$ cat src/rtl/pipeline.sv
// Three-stage elastic datapath: data_out = ((data_in + 1) << 1) mod 2^DATA_WIDTH.
// Latency: a word accepted at edge E0 reaches S2 at E1 and appears with DOR=1 after E2.
// Backpressure: stalled stages hold their contents; the input is refused while S1 cannot load.
module pipeline #(
  parameter int DATA_WIDTH = 8
) (
  input  logic                  clk,
  input  logic                  reset,
  input  logic                  DIR,
  input  logic                  ack_to_pipeline,
  input  logic [DATA_WIDTH-1:0] data_in,
  output logic                  DOR,
  output logic                  ack_from_pipeline,
  output logic [DATA_WIDTH-1:0] data_out
);

  localparam logic [DATA_WIDTH-1:0] ONE = DATA_WIDTH'(1);

  logic                  s1_vld;
  logic                  s2_vld;
  logic [DATA_WIDTH-1:0] s1_dat;
  logic [DATA_WIDTH-1:0] s2_dat;
  logic                  armed;
  logic                  s3_load;
  logic                  s2_load;
  logic                  s1_can_load;
  logic                  accept;

  // Load chain, resolved from the output backwards so that a stage being emptied can refill on the same edge.
  always_comb begin
    s3_load     = s2_vld && (!DOR || ack_to_pipeline);
    s2_load     = s1_vld && (!s2_vld || s3_load);
    s1_can_load = !s1_vld || s2_load;
    accept      = DIR && armed && s1_can_load;
  end

  // Input handshake: a single acceptance per DIR assertion, re-armed whenever DIR is seen low.
  always_ff @(posedge clk or negedge reset) begin
    if (!reset) begin
      armed             <= 1'b1;
      ack_from_pipeline <= 1'b0;
    end else begin
      ack_from_pipeline <= accept;
      if (accept) begin
        armed <= 1'b0;
      end else if (!DIR) begin
        armed <= 1'b1;
      end
    end
  end

  // Stage 1: capture the incremented input word.
  always_ff @(posedge clk or negedge reset) begin
    if (!reset) begin
      s1_vld <= 1'b0;
      s1_dat <= '0;
    end else begin
      if (accept) begin
        s1_vld <= 1'b1;
        s1_dat <= data_in + ONE;
      end else if (s2_load) begin
        s1_vld <= 1'b0;
      end
    end
  end

  // Stage 2: doubled value of stage 1, held while stage 3 is blocked.
  always_ff @(posedge clk or negedge reset) begin
    if (!reset) begin
      s2_vld <= 1'b0;
      s2_dat <= '0;
    end else begin
      if (s2_load) begin
        s2_vld <= 1'b1;
        s2_dat <= {s1_dat[DATA_WIDTH-2:0], 1'b0};
      end else if (s3_load) begin
        s2_vld <= 1'b0;
      end
    end
  end

  // Stage 3: output register; data_out never changes while an unconsumed word is presented.
  always_ff @(posedge clk or negedge reset) begin
    if (!reset) begin
      DOR      <= 1'b0;
      data_out <= '0;
    end else begin
      if (s3_load) begin
        DOR      <= 1'b1;
        data_out <= s2_dat;
      end else if (DOR && ack_to_pipeline) begin
        DOR <= 1'b0;
      end
    end
  end

endmodule

$ cat config.mk
export PLATFORM = sky130hd
export DESIGN_NAME = pipeline
export DESIGN_NICKNAME = d
export VERILOG_FILES = /design/src/rtl/pipeline.sv
export SDC_FILE = /design/constraint.sdc
export NUM_CORES = 1
export LEC_CHECK = 0
export CORE_ASPECT_RATIO = 0.7
export CORE_MARGIN = 4
export CORE_UTILIZATION = 49
export CTS_CLUSTER_SIZE = 25
export DETAILED_ROUTE_END_ITERATION = 10
export PLACE_DENSITY = 0.77
export SYNTH_ARGS = -nofsm -noshare
export SYNTH_HDL_FRONTEND = slang
export SYNTH_SLANG_ARGS = --single-unit
$ cat constraint.sdc
create_clock -name clk -period 1.7 [get_ports clk]
set_input_delay 0.51 -clock clk [delete_from_list [all_inputs] [get_ports clk]]
set_output_delay 0.51 -clock clk [all_outputs]
set_load 0.02 [all_outputs]
; Yosys cells after proc, flatten, opt, wreduce, memory -nomap -nowiden
; Cells that the tools add are included.
[word_totals]
regBits = 26
inputBits = 12
out_inout_bits = 10
[classes]
add_sub_neg = 1
reduce_logical = 14
muxes = 8
n_eq_ne = 1
[op_table]
columns = op, count
row1 = $mux 1, 8
row2 = $add 7x1->7 const B, 1
row3 = $reduce_bool 2->1, 3
row4 = $logic_and 1x1->1, 5
row5 = $logic_not 1->1, 3
row6 = $logic_or 1x1->1, 3
row7 = $ne 2x1->1 const B, 1

; Depth between registers and ports, before layout
[logic_depth]
depth_word = 8
depth_mapped = 4

; Least setup slack after synthesis
; No wires, ideal clock.
[synth_timing]
kind = input to register
start = input ack_to_pipeline
end = register s1_dat[1]
path_slack_ns = 0.252
setup_ns = 0.125
path_stages = 4
arrival_ns = 1.323
n_path_buf = 1
cell_sequence = nand4b_2 and2_4 buf_6 mux2_4
[synth_via]
elab_chain_cells = 6
[synth_rtl]
columns = item, line_no
row1 = from (decl), 10  ; input logic ack_to_pipeline,
row2 = $logic_or 1x1->1, 31  ; s3_load = s2_vld && (!DOR || ack_to_pipeline);
row3 = $logic_and 1x1->1, 31
row4 = $logic_or 1x1->1, 32  ; s2_load = s1_vld && (!s2_vld || s3_load);
row5 = $logic_and 1x1->1, 32
row6 = $logic_or 1x1->1, 33  ; s1_can_load = !s1_vld || s2_load;
row7 = $logic_and 1x1->1, 34  ; accept = DIR && armed && s1_can_load;
row8 = via accept, 27  ; logic accept;
row9 = to (signal assigned), 60  ; s1_dat <= data_in + ONE;
row10 = to (decl), 21  ; logic [DATA_WIDTH-1:0] s1_dat;
; The timed path passes the listed nets, and every way through them passes these cells.
; A chain may end at the register's enable or synchronous reset.

; Worst setup path after layout
[layout_timing]
start = register DOR
end = output DOR
[layout_rtl]
columns = item, line_no
row1 = from (decl), 12  ; output logic DOR,
row2 = from (signal assigned), 85  ; DOR <= 1'b0;
row3 = from (signal assigned), 89  ; DOR <= 1'b1;
row4 = from (signal assigned), 92  ; DOR <= 1'b0;
; No word-level cell between the ends.

==> metrics.cfg <==
[run_status]
status=finished, final reports clean

[power]
p_per_area_mw_per_mm2=1240
peakVddDrop_uv=532
combPwrFrac_pct=28.2
p_sw_uw=500
seqPwrFrac_pct=48.6
p_int_uw=1300
p_leak_uw=0.000658
p_sw_share_pct=27.8
clkPwrFrac_pct=23.2

[grt]
antenna_found_initial=0
grt_overflow=0
grt_max_degree=27
grt_pass1_wl_um=3240
first_global_vias=726
grt_usage_pct=14.7

[synth]
syn_area_sq_mm=0.00108
syn_avg_cell_area_sq_um=13.7
synth_xor_area_share_pct=2.42
synth_warnings=0
yosys.area_share.simple_pct=9.47
synth-seq-cells=26
synth_top_family_by_area=multiplexers
ys_seq_area_share_pct=60.2
synth.area.mux_share_pct=19.6
synth-compound-area-share_pct=4.39
synthCells=79
ys_types=22
synth_nets=92
synth-adder-area-share_pct=1.15

[clocking]
clkTransAtPathRegs_ps=140
root_buffer=clkbuf_4
cts_setup_buffers=0
numCtsBuffers=3
cts_tree=done
cts_sinks=26
clockBufferDepth=2
cts-htree-levels=1
clk_latency_ps=320

[finish]
area_delta_synth_final_pct=33.7
final_cell_mix=dfrtp_1, mux2_2, clkdlybuf4s50_1, buf_4, dlygate4sd2_1
drive_gt1_share_pct=32.1
layout_commonest_cell=dfrtp_1
num_antenna_cells=0
fin_util_pct=73.6
fin_nets=126
fillCellCount=143
design_area_sq_mm=0.00145

[placed_design]
io_buffer_count=19
place_hpwl_um=1390
gp_congestion=0.745
placed_area_sq_mm=0.00141

[worst_setup_path]
r2r-start=DOR
critPathMaxFanout=4
reg2reg_to=s2_dat[1]
worst-path-stages=1
r2r_cells=3
critPathMaxStageDelay_ps=440
critical_path_class=register to output port
cp-end-kind=output port
critPathArrivalTime_ps=1110
crit_chain=dlygate4sd2_1
cp_slowest_cell=dfrtp_1
cp_top_family=flip-flops
worst_setup_path_start_kind=register
rrSetupSlack_ps=410
path_buf_inv=1
cp.required_ps=1190

[routing]
routedWlPerCell_um=12.5
drc_errors=0
antenna_left=0
drtIter0Drc=28
routed_wl_um=1780
drt_pass1_iterations=4
num_vias=687
viasPerCell=4.84

[run]
maxCapViolCount=0

[floorplan]
die-area_sq_mm=0.00304
design.core.area_sq_mm=0.00197
rows=13
die_x_um=64.2
initial_utilization_pct=55.1
num_io_pins=22
die_h_um=47.3

[sta]
finalCriticalPeriod_ps=1620
grt_setup_unrepaired=no
clock.fmax_ghz=0.617
finalHoldViolCount=0
timing.final.crit_share_pct=95.4
slew_violations=0
setup_viol=0
fin_skew_ps=11.7

[hold_path]
hold_class=input pin to async pin

registers in the layout, indices dropped and copies added, names as in the netlist:
name,count
data_out,7
s1_dat,7
s2_dat,7
ack_from_pipeline,1
s2_vld,1
armed,1
s1_vld,1
DOR,1
synth_stat cells, drive strengths merged:
master,number,area (sq um)
dfrtp,25,626
mux2,17,203
nand2,5,18.8
a21oi,4,20.0
nand2b,3,18.8
nand3,3,15.0
o21ai,3,15.0
xnor2,3,26.3
a31oi,2,12.5
and2,2,15.0
buf,2,18.8
inv,2,7.51
or3,2,12.5
conb,1,3.75
dfstp,1,26.3
ha,1,12.5
mux2i,1,10.0
nand3b,1,7.51
nand4b,1,15.0
metrics by stage:
| step | power (uW) | setup TNS (ps) | setup WS [ps] | std cells | hold slack [ps] |
|---|---|---|---|---|---|
| 2_1_floorplan | 1180 | 0 | 252 | 79 | 214 |
| 3_3_place_gp | 1440 | -1880 | -148 | 138 | 481 |
| 3_5_place_dp | 1470 | -2320 | -185 | 138 | 489 |
| 4_1_cts | 1820 | 0 | 64.2 | 142 | 508 |
| 5_1_grt | 1910 | 0 | 17.8 | 142 | 507 |
| 6_report | 1800 | 0 | 78.9 | 142 | 506 |
logic make-up after synthesis:
kind of cell | count (synthesis)
buffers and inverters | 4
adder cells (fa/ha/maj) | 1
AO/OA/AOI/OAI | 9
flip-flops | 26
AND/OR/NAND/NOR | 17
other | 1
XOR/XNOR | 3
multiplexers | 18
power groups by stage:
stage / logic [uW] / clock network (uW) / registers, uW
2_1_floorplan: 198 / 0 / 978
3_3_place_gp: 563 / 0 / 880
3_5_place_dp: 578 / 0 / 896
4_1_cts: 516 / 423 / 879
5_1_grt: 548 / 457 / 901
6_report: 508 / 416 / 874
worst reg2reg max path, cell delays in order, from the launching register on:
cell      delay (ps)
dfrtp_1          440
nand3b_1         110
nand2_1          250
mux2_2           380
cell type report:
| cell class | instances | area (sq um) | area share (%) |
|---|---|---|---|
| tap | 30 | 37.5 | 2.59 |
| clock inverter | 1 | 30.0 | 2.07 |
| clock buffer | 3 | 22.5 | 1.55 |
| multi-input combinational | 49 | 405 | 28.0 |
| inverter | 2 | 7.51 | 0.518 |
| timing repair buffer | 31 | 294 | 20.3 |
| sequential | 26 | 652 | 45.0 |
worst max path at each step:
stage                               start  slack [ps]   endpoint
after global routing                  DOR          20        DOR
after CTS                             DOR          60        DOR
after global placement    ack_to_pipeline        -150  s2_dat[2]
final                                 DOR          80        DOR
after detailed placement  ack_to_pipeline        -190  s2_dat[1]
after floorplan           ack_to_pipeline         250  s1_dat[1]
timing repair:
item / CTS / global route
gates resized for setup: 9 / 0
endpoints found under the setup margin: 9 / 0
hold buffers: 0 / 0
metal layers:
metal,vias up,wire (um),track usage [%]
li1,341,-,-
met1,321,836,18.6
met2,23,809,24.2
met3,2,110,5.26
met4,0,22,5.04
met5,-,0,0
(Power assumes the default switching activity.)
